**src/rtl/corr_pkg.sv**
```systemverilog
// Shared definitions for the window-correlation engine and the search-template store.
package corr_pkg;

    typedef enum logic {
        CORR_SIM = 1'b0,
        CORR_SAD = 1'b1
    } corrMode_e;

    typedef enum logic [1:0] {
        ST_IDLE  = 2'd0,
        ST_ISSUE = 2'd1,
        ST_DRAIN = 2'd2,
        ST_DONE  = 2'd3
    } corrState_e;

    localparam int FRAME_W_DEF = 32'sd640;
    localparam int FRAME_H_DEF = 32'sd480;
    localparam int TMPL_W_DEF  = 32'sd64;
    localparam int TMPL_H_DEF  = 32'sd48;

    // Ceiling log2; clog2(1) is 0 so a 1x1 window needs no extra score bits.
    function automatic int clog2(input int value);
        int result;
        int rem;
        result = 32'sd0;
        rem    = value - 32'sd1;
        while (rem > 32'sd0) begin
            result = result + 32'sd1;
            rem    = rem >>> 32'sd1;
        end
        return result;
    endfunction

endpackage

```
**src/rtl/corr_score_engine_pix_term.sv**
```systemverilog
// Registered per-pixel term: |a-b| for SAD, PIX_MAX-|a-b| for similarity.
module corr_pix_term
    import corr_pkg::*;
#(
    parameter int PIX_W = 10
) (
    input  logic             clk,
    input  logic             rstN,
    input  logic             inValid,
    input  corrMode_e        mode,
    input  logic [PIX_W-1:0] pixA,
    input  logic [PIX_W-1:0] pixB,
    output logic             termValid,
    output logic [PIX_W-1:0] term
);

    localparam logic [PIX_W-1:0] PIX_MAX = {PIX_W{1'b1}};

    logic [PIX_W-1:0] diff_s;
    logic [PIX_W-1:0] term_s;

    // Absolute difference ordered by compare so the subtraction never goes negative.
    always_comb begin
        diff_s = {PIX_W{1'b0}};
        term_s = {PIX_W{1'b0}};
        if (pixA >= pixB) begin
            diff_s = pixA - pixB;
        end else begin
            diff_s = pixB - pixA;
        end
        if (mode == CORR_SAD) begin
            term_s = diff_s;
        end else begin
            term_s = PIX_MAX - diff_s;
        end
    end

    // Stage-1 register for the term and its valid flag.
    always_ff @(posedge clk) begin
        if (!rstN) begin
            termValid <= 1'b0;
            term      <= {PIX_W{1'b0}};
        end else begin
            termValid <= inValid;
            term      <= term_s;
        end
    end

endmodule

```
**src/rtl/corr_score_engine.sv**
```systemverilog
// Window-correlation engine: raster-scans a template against the frame and reports one score per run.
module corr_score_engine
    import corr_pkg::*;
#(
    parameter  int PIX_W   = 10,
    parameter  int WIN_W   = 64,
    parameter  int WIN_H   = 48,
    parameter  int COORD_W = 13,
    parameter  int RD_LAT  = 2,
    localparam int SCORE_W = PIX_W + clog2(WIN_W * WIN_H)
) (
    input  logic               iCLK,
    input  logic               iRST_N,
    input  logic               iStart,
    input  logic [COORD_W-1:0] iXstart,
    input  logic [COORD_W-1:0] iYstart,
    input  logic               iMode,
    output logic [COORD_W-1:0] oX_sram,
    output logic [COORD_W-1:0] oY_sram,
    output logic [COORD_W-1:0] oX_search,
    output logic [COORD_W-1:0] oY_search,
    output logic               oRd_valid,
    input  logic [PIX_W-1:0]   iReading_sram,
    input  logic [PIX_W-1:0]   iReading_search,
    output logic               oBusy,
    output logic               oDone,
    output logic [SCORE_W-1:0] oScore
);

    localparam logic [COORD_W-1:0] LAST_X    = COORD_W'(WIN_W - 1);
    localparam logic [COORD_W-1:0] LAST_Y    = COORD_W'(WIN_H - 1);
    localparam logic [COORD_W-1:0] COORD_ONE = COORD_W'(1);
    localparam logic [COORD_W-1:0] COORD_ZERO = {COORD_W{1'b0}};

    corrState_e         state_r;
    corrMode_e          mode_r;
    logic [COORD_W-1:0] xOrg_r;
    logic [COORD_W-1:0] yOrg_r;
    logic [RD_LAT-1:0]  vPipe_r;
    logic [SCORE_W-1:0] acc_r;
    logic [SCORE_W-1:0] accNext_s;
    logic               termValid_s;
    logic [PIX_W-1:0]   term_s;

    corr_pix_term #(
        .PIX_W (PIX_W)
    ) uPixTerm (
        .clk       (iCLK),
        .rstN      (iRST_N),
        .inValid   (vPipe_r[RD_LAT-1]),
        .mode      (mode_r),
        .pixA      (iReading_sram),
        .pixB      (iReading_search),
        .termValid (termValid_s),
        .term      (term_s)
    );

    // Next accumulator value; also feeds oScore so the final term lands in the DONE cycle.
    always_comb begin
        accNext_s = acc_r;
        if (termValid_s) begin
            accNext_s = acc_r + SCORE_W'(term_s);
        end else begin
            accNext_s = acc_r;
        end
    end

    // Scan FSM with all control and address outputs registered.
    always_ff @(posedge iCLK) begin
        if (!iRST_N) begin
            state_r   <= ST_IDLE;
            mode_r    <= CORR_SIM;
            xOrg_r    <= COORD_ZERO;
            yOrg_r    <= COORD_ZERO;
            oX_sram   <= COORD_ZERO;
            oY_sram   <= COORD_ZERO;
            oX_search <= COORD_ZERO;
            oY_search <= COORD_ZERO;
            oRd_valid <= 1'b0;
            oBusy     <= 1'b0;
            oDone     <= 1'b0;
            oScore    <= {SCORE_W{1'b0}};
        end else begin
            oDone <= 1'b0;
            case (state_r)
                ST_IDLE: begin
                    if (iStart) begin
                        state_r   <= ST_ISSUE;
                        mode_r    <= corrMode_e'(iMode);
                        xOrg_r    <= iXstart;
                        yOrg_r    <= iYstart;
                        oX_sram   <= iXstart;
                        oY_sram   <= iYstart;
                        oX_search <= COORD_ZERO;
                        oY_search <= COORD_ZERO;
                        oRd_valid <= 1'b1;
                        oBusy     <= 1'b1;
                    end
                end
                ST_ISSUE: begin
                    // The template counters double as the scan position.
                    if ((oX_search == LAST_X) && (oY_search == LAST_Y)) begin
                        state_r   <= ST_DRAIN;
                        oRd_valid <= 1'b0;
                    end else if (oX_search == LAST_X) begin
                        oX_search <= COORD_ZERO;
                        oY_search <= oY_search + COORD_ONE;
                        oX_sram   <= xOrg_r;
                        oY_sram   <= yOrg_r + oY_search + COORD_ONE;
                    end else begin
                        oX_search <= oX_search + COORD_ONE;
                        oX_sram   <= xOrg_r + oX_search + COORD_ONE;
                    end
                end
                ST_DRAIN: begin
                    // With no bubbles, a valid stage-1 term behind an empty read pipe is the last one.
                    if (termValid_s && (vPipe_r == {RD_LAT{1'b0}})) begin
                        state_r <= ST_DONE;
                        oDone   <= 1'b1;
                        oBusy   <= 1'b0;
                        oScore  <= accNext_s;
                    end
                end
                ST_DONE: begin
                    state_r <= ST_IDLE;
                end
                default: begin
                    state_r <= ST_IDLE;
                end
            endcase
        end
    end

    // Read-latency shift marking which input cycles carry pixel data.
    always_ff @(posedge iCLK) begin
        if (!iRST_N) begin
            vPipe_r <= {RD_LAT{1'b0}};
        end else begin
            vPipe_r[0] <= oRd_valid;
            for (int i = 1; i < RD_LAT; i++) begin
                vPipe_r[i] <= vPipe_r[i-1];
            end
        end
    end

    // Score accumulator, cleared when a run is accepted.
    always_ff @(posedge iCLK) begin
        if (!iRST_N) begin
            acc_r <= {SCORE_W{1'b0}};
        end else if ((state_r == ST_IDLE) && iStart) begin
            acc_r <= {SCORE_W{1'b0}};
        end else begin
            acc_r <= accNext_s;
        end
    end

endmodule

```
**config.mk**
```make
export PLATFORM = sky130hd
export DESIGN_NAME = corr_score_engine
export DESIGN_NICKNAME = d
export VERILOG_FILES = /design/src/rtl/corr_pkg.sv /design/src/rtl/corr_score_engine_pix_term.sv /design/src/rtl/corr_score_engine.sv
export SDC_FILE = /design/constraint.sdc
export NUM_CORES = 1
export LEC_CHECK = 0
export BUFFER_PORTS_ARGS = -buffer_cell sky130_fd_sc_hd__buf_2
export CORE_MARGIN = 2
export CORE_UTILIZATION = 52
export CTS_CLUSTER_DIAMETER = 120
export CTS_CLUSTER_SIZE = 28
export DETAILED_ROUTE_END_ITERATION = 6
export PLACE_DENSITY = 0.79
export SYNTH_ARGS = -nofsm -noshare
export SYNTH_HDL_FRONTEND = slang
export SYNTH_SLANG_ARGS = --single-unit
```
**constraint.sdc**
```tcl
create_clock -name iCLK -period 2.9 [get_ports iCLK]
set_clock_uncertainty 0.1 [all_clocks]
set_input_delay 0.87 -clock iCLK [delete_from_list [all_inputs] [get_ports iCLK]]
set_output_delay 0.87 -clock iCLK [all_outputs]
set_load 0.01 [all_outputs]
```
### Word level (Yosys, flattened, before mapping)

Index checks and enable logic that the tools add are counted.

* output and inout bits: 77
* register bits after elaboration: 141
* input port bits: 50

* eq/ne operators: 10
* reduce and logical (&&, ||, !) cells: 16
* add/subtract/negate cells: 10
* bitwise operators: 1
* magnitude comparators: 1
* multiplexer cells: 28

Operators by type and width (count)
* 2-to-1 mux 13 bit: 11
* case mux 13 bit (2 select lines): 4
* adder 13 x 1 -> 13 bit (second input constant): 4
* adder 13 bit: 2
* == test 13 x 6 -> 1 bit (second input constant): 2
* adder 22 x 10 -> 22 bit: 1
* 2-to-1 mux 22 bit: 1
* 2-to-1 mux 10 bit: 2
* subtractor 10 bit: 2
* AND reduction 3 bit: 4
* >= comparator 10 bit: 1
* inequality test 2 bit (second input constant): 5
* subtractor 10 bit (first input constant): 1
* case mux 2 bit (4 select lines): 1
* 2-to-1 mux 2 bit: 3
* AND reduction 2 bit: 3
* == test 2 bit (second input constant): 2
* logical NOT 2 bit: 2
* 2-to-1 mux 1 bit: 4
* case mux 1 bit (2 select lines): 2
* AND reduction 4 bit: 1
* nonzero test 2 bit: 2
* logical AND 1 bit: 3
* == test 2 x 1 -> 1 bit (second input constant): 1
* other kinds (2): 2

### Logic depth before layout (Yosys ltp)

Gate-level depths: netlist of the first run.

* depth after elaboration: 5
* depth in mapped cells: 12
* gate-level depth less buffers: 11

### Modules after synthesis

Synthesis of the first run repeated with hierarchy kept, for this count alone.

* cell total of the unflattened synthesis: 1019
* area total of the unflattened synthesis: 8257.9 µm²

By module, submodules not included
* corr_score_engine: instances 1, cells an instance 861, seq. area each 2602.5 µm², area an instance 6969.2 µm²
* corr_pix_term: instances 1, cells an instance 158, seq. area each 220.2 µm², area an instance 1288.7 µm²

### Least setup slack after synthesis of the first run

Ideal clock, no wire load.

* path kind: input to register
* start point: in iReading_sram[6]
* end point: reg uPixTerm.term[9]
* setup slack: -0.233 ns
* setup time: 0.115 ns
* required time: 2.685 ns
* cell stages on the path: 11
* arrival time: 2.918 ns
* cell sequence: inv_1 > ha_1 > clkbuf_1 > nand3_1 > a311oi_1 > o21a_1 > buf_4 > mux2_2 > o221ai_1 > xnor2_1 > and2_1

* word-level cells in the longest chain between the ends: 4

Ends and longest elaborated chain
* start: declaration: line corr_score_engine.sv:23 `input logic [PIX_W-1:0] iReading_sram,`
* subtractor 10 bit, or another cell as far along: line corr_score_engine_pix_term.sv:29 `diff_s = pixB - pixA;`
* 2-to-1 mux 10 bit (*): line corr_score_engine_pix_term.sv:26 `if (pixA >= pixB) begin`
* subtractor 10 bit: line corr_score_engine_pix_term.sv:34 `term_s = PIX_MAX - diff_s;`
* 2-to-1 mux 10 bit (*): line corr_score_engine_pix_term.sv:31 `if (mode == CORR_SAD) begin`
* end signal: assignment: line corr_score_engine_pix_term.sv:42 `term <= {PIX_W{1'b0}};`
* end signal: assignment: line corr_score_engine_pix_term.sv:45 `term <= term_s;`
* end: declaration: line corr_score_engine_pix_term.sv:14 `output logic [PIX_W-1:0] term`

Mark *: on every way between the ends. The rest lies on a longest branch, timed or not.
A chain may end at the register's enable or synchronous reset.

### Worst setup path in the final report of the first run

* start point: in iReading_sram[0]
* end point: reg uPixTerm.term[7]

The elaborated chain is that of the path after synthesis.

==> impl_metrics.tcl, run 1 <==
set metrics [dict create \
    die_h_microns 130 \
    synthCells 1005 \
    hold_ws_ns 0.356 \
    cp.required_ns 3.10 \
    slew_viol_final 0 \
    wl_mm 21.1 \
    worst_hold_path_type "reg2reg" \
    yosysUniqueCellTypes 63 \
    cts_sinks 141 \
    wl_per_cell_microns 15.4 \
    insertion_delay_ns 0.43 \
    ant_nets 0 \
    grt_first_pass_wirelength_mm 34.4 \
    synth_edf_count 0 \
    post_drt_via_cell_ratio 5.59 \
    peakVddDrop_mv 0.468 \
    period_share_pct 93.0 \
    ctsRootBufferMaster "clkbuf_16" \
    nNetsFinal 1264 \
    final-setup-viol-count 0 \
    dr.pass1.iters 5 \
    clkPwrFrac_pct 33.1 \
    arrival_ns 2.90 \
    die_width_microns 130 \
    layout_commonest_cell "dfxtp_1" \
    start_util_pct 53.6 \
    cts_tree "built" \
    final_cell_mix "dfxtp_1 (141), nand2_1 (129), buf_2 (126)" \
    rows 45 \
    pwr_density_cell_nw_per_um2 714 \
    drive_above_1_share_pct 19.4 \
    fin_total_pwr_mw 7.11 \
    synth_flop_cell "dfxtp_1" \
    syn_nets 1118 \
    ios 127 \
    hold_buffers 0 \
    p_leak_nw 4.53 \
    grt_use_total_pct 25.6 \
    crit_path_frequent_cell "inv_1" \
    post-cts-setup-buffers 0 \
    hold_violations 0 \
    drt_iter0_drc 439 \
    internal-power_mw 4.66 \
    die-area_sq_um 16800 \
    coreArea_sq_um 15300 \
    synth_seq_area_share_pct 34.4 \
    p_sw_share_pct 34.4 \
    place_hpwl_mm 15.3 \
    syn_avg_cell_area_sq_um 8.17 \
    startpoint_type "input pin" \
    areaGrowthSynthToFinish_pct 21.2 \
    drc 0 \
    cap_violations 0 \
    ys_ff_latch 141 \
    crit_slowest_cell "fa_1" \
    antenna_found_initial 0 \
    status "finished clean" \
    syn_area_sq_um 8210 \
    synthArstFlopShare_pct 0 \
    power_frac_seq_pct 34.4 \
    cts_resized 0 \
    cp_cell_sequence "buf_2 -> inv_1 -> ha_1 -> inv_1 -> fa_1 -> nand3_1 -> a311oi_2 -> o21a_1 -> buf_4 -> nor3_1 -> o31ai_1 -> xnor2_1 -> nor2_1" \
    max_freq_mhz 371 \
    worst_pin_slew_ns 0.690 \
    period_minus_slack_ns 2.70 \
    clock_path_buffers 2 \
    grt_max_degree 55 \
    ys_warn_count 0 \
    slew_headroom_pct 53.7 \
    power_switching_mw 2.45 \
    place_congestion 0.911 \
    first_global_vias 7269 \
    cts_buffers 17 \
    pwr-share-comb_pct 32.5 \
    htree_levels 4 \
    cp-end-kind "flop" \
    gr-total-overflow 0 \
    port_buffers 126 \
    setup_tns_ns 0 \
    critPathMaxFanout 8 \
    slowest_delay_ns 0.40 \
    finalInstanceArea_sq_um 9950 \
    vias 7681 \
    placed_cell_area_sq_um 9300 \
    clk_pin_slew_ns 0.06 \
    rsz0062_at_grt "false" \
    crit_type "in2reg" \
]
[layout make-up]
type	count	area [sq um]
fill	1367	5360
multi-input combinational	770	5060
sequential	141	2820
timing repair buffer	176	1010
clock buffer	22	474
tap	211	264
inverter	45	169
clock inverter	9	158
antenna	1	2.50
[through the flow]
stage	utilization, %	std cells	setup WS, ns
floorplan	-	1005	-0.00194
global placement	60.7	1343	-0.191
detailed placement	60.7	1343	-0.211
CTS	64.9	1374	0.207
global route	65.0	1374	0.0652
finish	65.0	1375	0.203
[power groups by stage]
| stage | registers, mW | clock network, mW | logic, mW |
|---|---|---|---|
| 2_1_floorplan | 2.51 | 0 | 1.44 |
| 3_5_place_dp | 2.48 | 0 | 2.27 |
| 6_report | 2.44 | 2.35 | 2.31 |
| 4_1_cts | 2.44 | 2.37 | 2.29 |
| 3_3_place_gp | 2.47 | 0 | 2.22 |
| 5_1_grt | 2.48 | 2.47 | 2.55 |
[final timing paths]
check	from	to	slack [ns]	depth (start not counted)
setup reg to reg	oY_search[0]	oY_sram[12]	0.21	10
hold reg to reg	oX_sram[5]	oX_sram[5]	0.36	2
hold / removal	oX_sram[5]	oX_sram[5]	0.36	2
setup / recovery	iReading_sram[0]	uPixTerm.term[7]	0.20	13
[synth_stat cells, drive strengths merged (6+ instances only)]
cell type / instances / area share (%)
nand3: 28 / 1.7
buf: 11 / 0.63
or3: 6 / 0.46
nor2: 87 / 4.0
o211ai: 19 / 1.7
inv: 44 / 2.0
ha: 58 / 8.8
and4: 8 / 0.85
and2: 19 / 1.4
o21a: 11 / 1.0
a211oi: 7 / 0.64
o211a: 8 / 0.98
o21ai: 62 / 3.9
nand4: 13 / 1.1
a21boi: 40 / 3.7
and3: 12 / 0.91
nor2b: 7 / 0.53
o31ai: 7 / 0.64
xor2: 24 / 2.6
a31oi: 19 / 1.4
a21o: 12 / 1.1
nor3: 14 / 0.85
a21oi: 66 / 4.0
xnor2: 42 / 4.5
mux2i: 13 / 1.6
dfxtp: 141 / 34
nand2: 130 / 6.0
o21bai: 6 / 0.55
clkbuf: 38 / 1.7
[critical path: cells and delay by family]
kind / cells / cell delay (ns)
xor gates and xnor gates: 1 / 0.17
and+or+nand+nor: 3 / 0.44
AOI/OAI and AO/OA: 3 / 0.50
adders and majority gates: 2 / 0.55
buffers and inverters: 4 / 0.37
[logic make-up after synthesis]
kind of cell	count (synthesis)	share of synthesized area, %
xor+xnor	66	7.04
mux	15	1.86
compound gates	282	22.4
simple gates	344	19.8
flops	141	34.4
buf+inv	94	4.42
fa+ha+maj	63	10.1
[routing by layer]
metal  up-vias  wire length (microns)  global-route usage [%]
met1      3587                  10100                    35.2
met3        29                   1040                    4.62
met5         -                      0                       0
met4         0                    338                    8.48
li1       3849                      -                       -
met2       216                   9650                    40.6
[sequential cells by signal, indices dropped and copies added, names as in the netlist, 10 cells and up]
name	count
acc_r	22
oScore	22
oX_search	13
oX_sram	13
oY_search	13
oY_sram	13
xOrg_r	13
yOrg_r	13
uPixTerm.term	10
Power figures use the tool's default switching activity.
==> run 2: changes to the inputs <==
Settings changed: CORE_UTILIZATION 52 to 50, PLACE_DENSITY 0.79 to 0.76.
==> run 2 against run 1 <==
Clock power hardly changed. Flip-flop and latch count stayed put. Non-clock buffer count stayed put. Critical path depth is 2 lower. Setup slack worse by 0.025 ns. First-iteration DRC count is 25% higher. Clock-buffer cell count is 3 lower. Final area is 0.18% higher. Fmax is 0.92% lower. Sequential power hardly changed. Combinational power hardly changed. Hold slack worse by 0.00054 ns. Critical endpoint is now oX_sram[12].
==> impl_metrics.tcl, run 2 (same netlist as run 1, synthesis figures left out) <==
set metrics [dict create \
    pwr_density_cell_nw_per_um2 707 \
    antenna_found_initial 1 \
    pre_cts_slack_ns -0.255 \
    clk_pin_slew_ns 0.06 \
    layout_commonest_cell "dfxtp_1" \
    setup_tns_ns 0 \
    finalInstanceArea_sq_um 9970 \
    worst_hold_path_type "reg2reg" \
    post_layout_nonfiller_instances 1381 \
    slew_viol_final 0 \
    worst_slack_ns 0.178 \
    critPathMaxFanout 6 \
    gr-total-overflow 0 \
    crit_path_end "oX_sram[12]" \
    clock_path_buffers 2 \
    placed_cell_area_sq_um 9320 \
    cts_sinks 141 \
    crit_slowest_cell "fa_1" \
    p_leak_nw 4.53 \
    hold_violations 0 \
    post-place-cells 1348 \
    path_depth 11 \
    crit_buf_inv 2 \
    die_h_microns 132 \
    areaGrowthSynthToFinish_pct 21.5 \
    grt_use_total_pct 24.1 \
    ant_nets 0 \
    rr_endpoint "oX_sram[12]" \
    vias 7645 \
    slew_headroom_pct 57.7 \
    final_cell_mix "dfxtp_1 (141), nand2_1 (129), buf_2 (126)" \
    slowest_delay_ns 0.44 \
    hold_buffers 0 \
    peakVddDrop_mv 0.475 \
    place_hpwl_mm 15.3 \
    final-setup-viol-count 0 \
    drc 0 \
    status "finished clean" \
    top_regs "acc_r (22), oScore (22)" \
    cts_tree "built" \
    htree_levels 4 \
    grt_max_degree 42 \
    startpoint_type "flop" \
    ctsRootBufferMaster "clkbuf_16" \
    first_global_vias 7080 \
    cap_violations 0 \
    grt_first_pass_wirelength_mm 34.8 \
    max_freq_mhz 367 \
    ios 127 \
    nNetsFinal 1264 \
    die_width_microns 132 \
    fin_total_pwr_mw 7.05 \
    arrival_ns 2.93 \
    place_congestion 0.900 \
    crit_type "reg2reg" \
    post_drt_via_cell_ratio 5.54 \
    hold_ws_ns 0.355 \
    final_util_pct 62.5 \
    cp_cell_sequence "inv_1 -> ha_1 -> inv_1 -> fa_1 -> a211oi_2 -> o211ai_1 -> a21o_1 -> a31oi_1 -> mux2_2 -> a21oi_1 -> a21oi_1" \
    rrSetupSlack_ns 0.18 \
    r2r-start "oX_search[0]" \
    start_util_pct 51.5 \
    cp-end-kind "flop" \
    period_share_pct 93.9 \
    die-area_sq_um 17500 \
    rows 46 \
    cts_buffers 17 \
    rsz0062_at_grt "false" \
    dr.pass1.iters 7 \
    worst-r2r-cell-count 11 \
    wl_per_cell_microns 15.1 \
    wl_mm 20.9 \
    period_minus_slack_ns 2.72 \
    insertion_delay_ns 0.43 \
    cp.required_ns 3.11 \
    coreArea_sq_um 15900 \
    worstSetupStartpoint "oX_search[0]" \
    drt_iter0_drc 549 \
    drive_above_1_share_pct 19.6 \
    worst_pin_slew_ns 0.629 \
    port_buffers 126 \
    cp_top_family "compound AO/OA/AOI/OAI gates" \
]
run 2: how the worst min path moves through the flow:
stage | startpoint | to | slack (ns) | cells past startpoint
finish | oX_sram[5] | oX_sram[5] | 0.36 | 2
global placement | oX_sram[5] | oX_sram[5] | 0.34 | 2
global route | vPipe_r[1] | uPixTerm.termValid | 0.40 | 1
CTS | oX_sram[5] | oX_sram[5] | 0.36 | 2
floorplan | yOrg_r[0] | yOrg_r[0] | 0.34 | 2
detailed placement | oX_sram[5] | oX_sram[5] | 0.35 | 2
run 2: repair_timing:
item / in CTS / in global routing
resized for setup: 0 / 3
setup endpoints to repair: 0 / 6
buffers inserted: 0 / 0
run 2: where the power goes:
part	internal, mW	switching (mW)	total (mW)
Clock	1.47	0.850	2.32
Sequential	2.24	0.201	2.44
Combinational	0.903	1.39	2.29
Total	4.61	2.44	7.05
run 2: worst min-delay path: stages, from the launching register on:
cell and delay (ns):
dfxtp_1 0.31, nand3_1 0.06, nand2_1 0.05
run 2: area by class of cell:
type | instances | area, sq um
fillers | 1440 | 5970
multi-input cells | 770 | 5060
flip-flops and latches | 141 | 2820
repair buffers | 176 | 1020
clock buffers | 19 | 443
well taps | 216 | 270
clock inverters | 13 | 188
inverters | 45 | 169
diodes | 1 | 2.50
run 2: metal layers:
metal / wire [microns] / part of all wire (%) / up-vias / global-route usage, %
met3: 1190 / 5.7 / 19 / 4.54
met5: 0 / 0 / - / 0
met4: 267 / 1.3 / 0 / 6.10
li1: - / - / 3848 / -
met1: 9800 / 47 / 3557 / 33.4
met2: 9660 / 46 / 221 / 38.7
==> run 3: changes to the inputs <==
Settings changed: CORE_ASPECT_RATIO set to 1.1, PLACE_DENSITY 0.76 to 0.74, SETUP_SLACK_MARGIN set to 0.4.
Clock period 2.9 ns to 3.45 ns, I/O delays scaled along.
==> run 3 against run 2 <==
Clock-buffer cell count rose by 1. Final area shrank 3.2%. Non-clock buffer count is 31 lower. Utilization fell by 2.9 points. Hold slack gained 0.0052 ns. Flip-flop and latch count is the same. Register-to-register slack improved by 0.42 ns. Routed wire length grew 0.36%. Cell count fell by 3.1%. Highest routed layer unchanged.
==> impl_metrics.tcl, run 3 (same netlist as run 1, synthesis figures left out) <==
set metrics [dict create \
    gr-total-overflow 0 \
    critPathMaxFanout 9 \
    max_freq_mhz 338 \
    crit_type "in2reg" \
    cp-end-kind "flop" \
    dr.pass1.iters 7 \
    ios 127 \
    final_cell_mix "dfxtp_1 (141), nand2_1 (128), buf_2 (126)" \
    place_hpwl_mm 15.1 \
    worst_slack_ns 0.487 \
    status "finished clean" \
    slew_headroom_pct 56.7 \
    num-fill-cells 1494 \
    peakVddDrop_mv 0.372 \
    post-place-cells 1305 \
    clock_path_buffers 2 \
    post-cts-setup-buffers 0 \
    post_layout_nonfiller_instances 1338 \
    multi_input_area_sq_um 5050 \
    grt_use_total_pct 24.1 \
    drt_iter0_drc 610 \
    startpoint_type "input pin" \
    period_minus_slack_ns 2.96 \
    drive_above_1_share_pct 17.3 \
    grt_first_pass_wirelength_mm 34.7 \
    hold_ws_ns 0.360 \
    insertion_delay_ns 0.43 \
    cts_buffers 17 \
    finalInstanceArea_sq_um 9650 \
    slowest_delay_ns 0.44 \
    worst_pin_slew_ns 0.648 \
    pwr_density_cell_nw_per_um2 592 \
    coreArea_sq_um 16200 \
    p_leak_nw 4.36 \
    rsz0062_at_grt "false" \
    grt_max_degree 34 \
    cp_cell_sequence "buf_2 -> inv_1 -> ha_1 -> nand4_1 -> a311oi_2 -> o21ai_1 -> mux2i_1 -> a221oi_1 -> xnor2_1 -> nor2_1" \
    cap_violations 0 \
    first_global_vias 7037 \
    final_util_pct 59.6 \
    fin_total_pwr_mw 5.71 \
    wl_mm 21.0 \
    crit_slowest_cell "ha_1" \
    worst_hold_path_type "reg2reg" \
    clk_pin_slew_ns 0.06 \
    nNetsFinal 1233 \
    die_width_microns 126 \
    port_buffers 126 \
    start_util_pct 50.7 \
    setup_tns_ns 0 \
    hold_violations 0 \
    placed_cell_area_sq_um 9070 \
    die-area_sq_um 17500 \
    post_drt_via_cell_ratio 5.64 \
    seq_area_sq_um 2820 \
    hold_buffers 0 \
    layout_commonest_cell "dfxtp_1" \
    top_regs "acc_r (22), oScore (22)" \
    ctsRootBufferMaster "clkbuf_16" \
    crit_buf_inv 2 \
    die_h_microns 138 \
    place_congestion 0.922 \
    cts_tree "built" \
    period_share_pct 85.9 \
    ant_nets 0 \
    antenna_found_initial 1 \
    cp_top_family "compound AO/OA/AOI/OAI gates" \
    slew_viol_final 0 \
    vias 7553 \
    drc 0 \
    areaGrowthSynthToFinish_pct 17.5 \
    cts_resized 0 \
    arrival_ns 3.17 \
    rows 49 \
    pre_cts_slack_ns 0.100 \
    rrSetupSlack_ns 0.60 \
    cp.required_ns 3.66 \
    htree_levels 4 \
    cts_sinks 141 \
    wl_per_cell_microns 15.7 \
    final-setup-viol-count 0 \
]
[run 3: cell types whose count changed in the layout (fill, tap and decap cells not counted), moves of 2 or more]
cell,delta
buf_4,-31
bufinv_16,-2
clkbuf_1,+2
clkinv_2,+4
inv_6,-2
[run 3: area by class of cell]
| class | count | area share, % |
|---|---|---|
| tap | 204 | 2.65 |
| inverter | 45 | 1.75 |
| clock inverter | 12 | 1.27 |
| timing repair buffer | 145 | 8.14 |
| multi-input combinational | 770 | 52.4 |
| clock buffer | 20 | 4.53 |
| sequential | 141 | 29.3 |
| antenna | 1 | 0.0259 |
[run 3: where the power goes]
part	internal (mW)	total (mW)	switching, mW
registers	1.88	2.07	0.183
logic	0.704	1.86	1.16
clock network	1.06	1.78	0.722
total	3.64	5.71	2.06
[run 3: path summary, 6_finish.rpt]
| kind | from | to | cells past startpoint |
|---|---|---|---|
| min | oX_sram[3] | oX_sram[3] | 2 |
| max | iReading_sram[3] | uPixTerm.term[8] | 10 |
| max reg2reg | oX_search[0] | oX_sram[12] | 11 |
| min reg2reg | oX_sram[3] | oX_sram[3] | 2 |
[run 3: routing by layer]
layer | GRT usage [%] | vias up | part of all wire, %
met5 | 0 | - | 0
met4 | 7.40 | 0 | 1.6
met3 | 4.72 | 40 | 5.1
met2 | 38.4 | 230 | 46
met1 | 32.9 | 3511 | 47
li1 | - | 3772 | -
[run 3: worst reg2reg max path: cells and delay by family, from the launching register on]
kind	cells	cell delay [ns]
AO/OA/AOI/OAI	6	1.12
adder cells (fa/ha/maj)	2	0.63
buffers and inverters	2	0.18
flip-flops	1	0.37
multiplexers	1	0.35
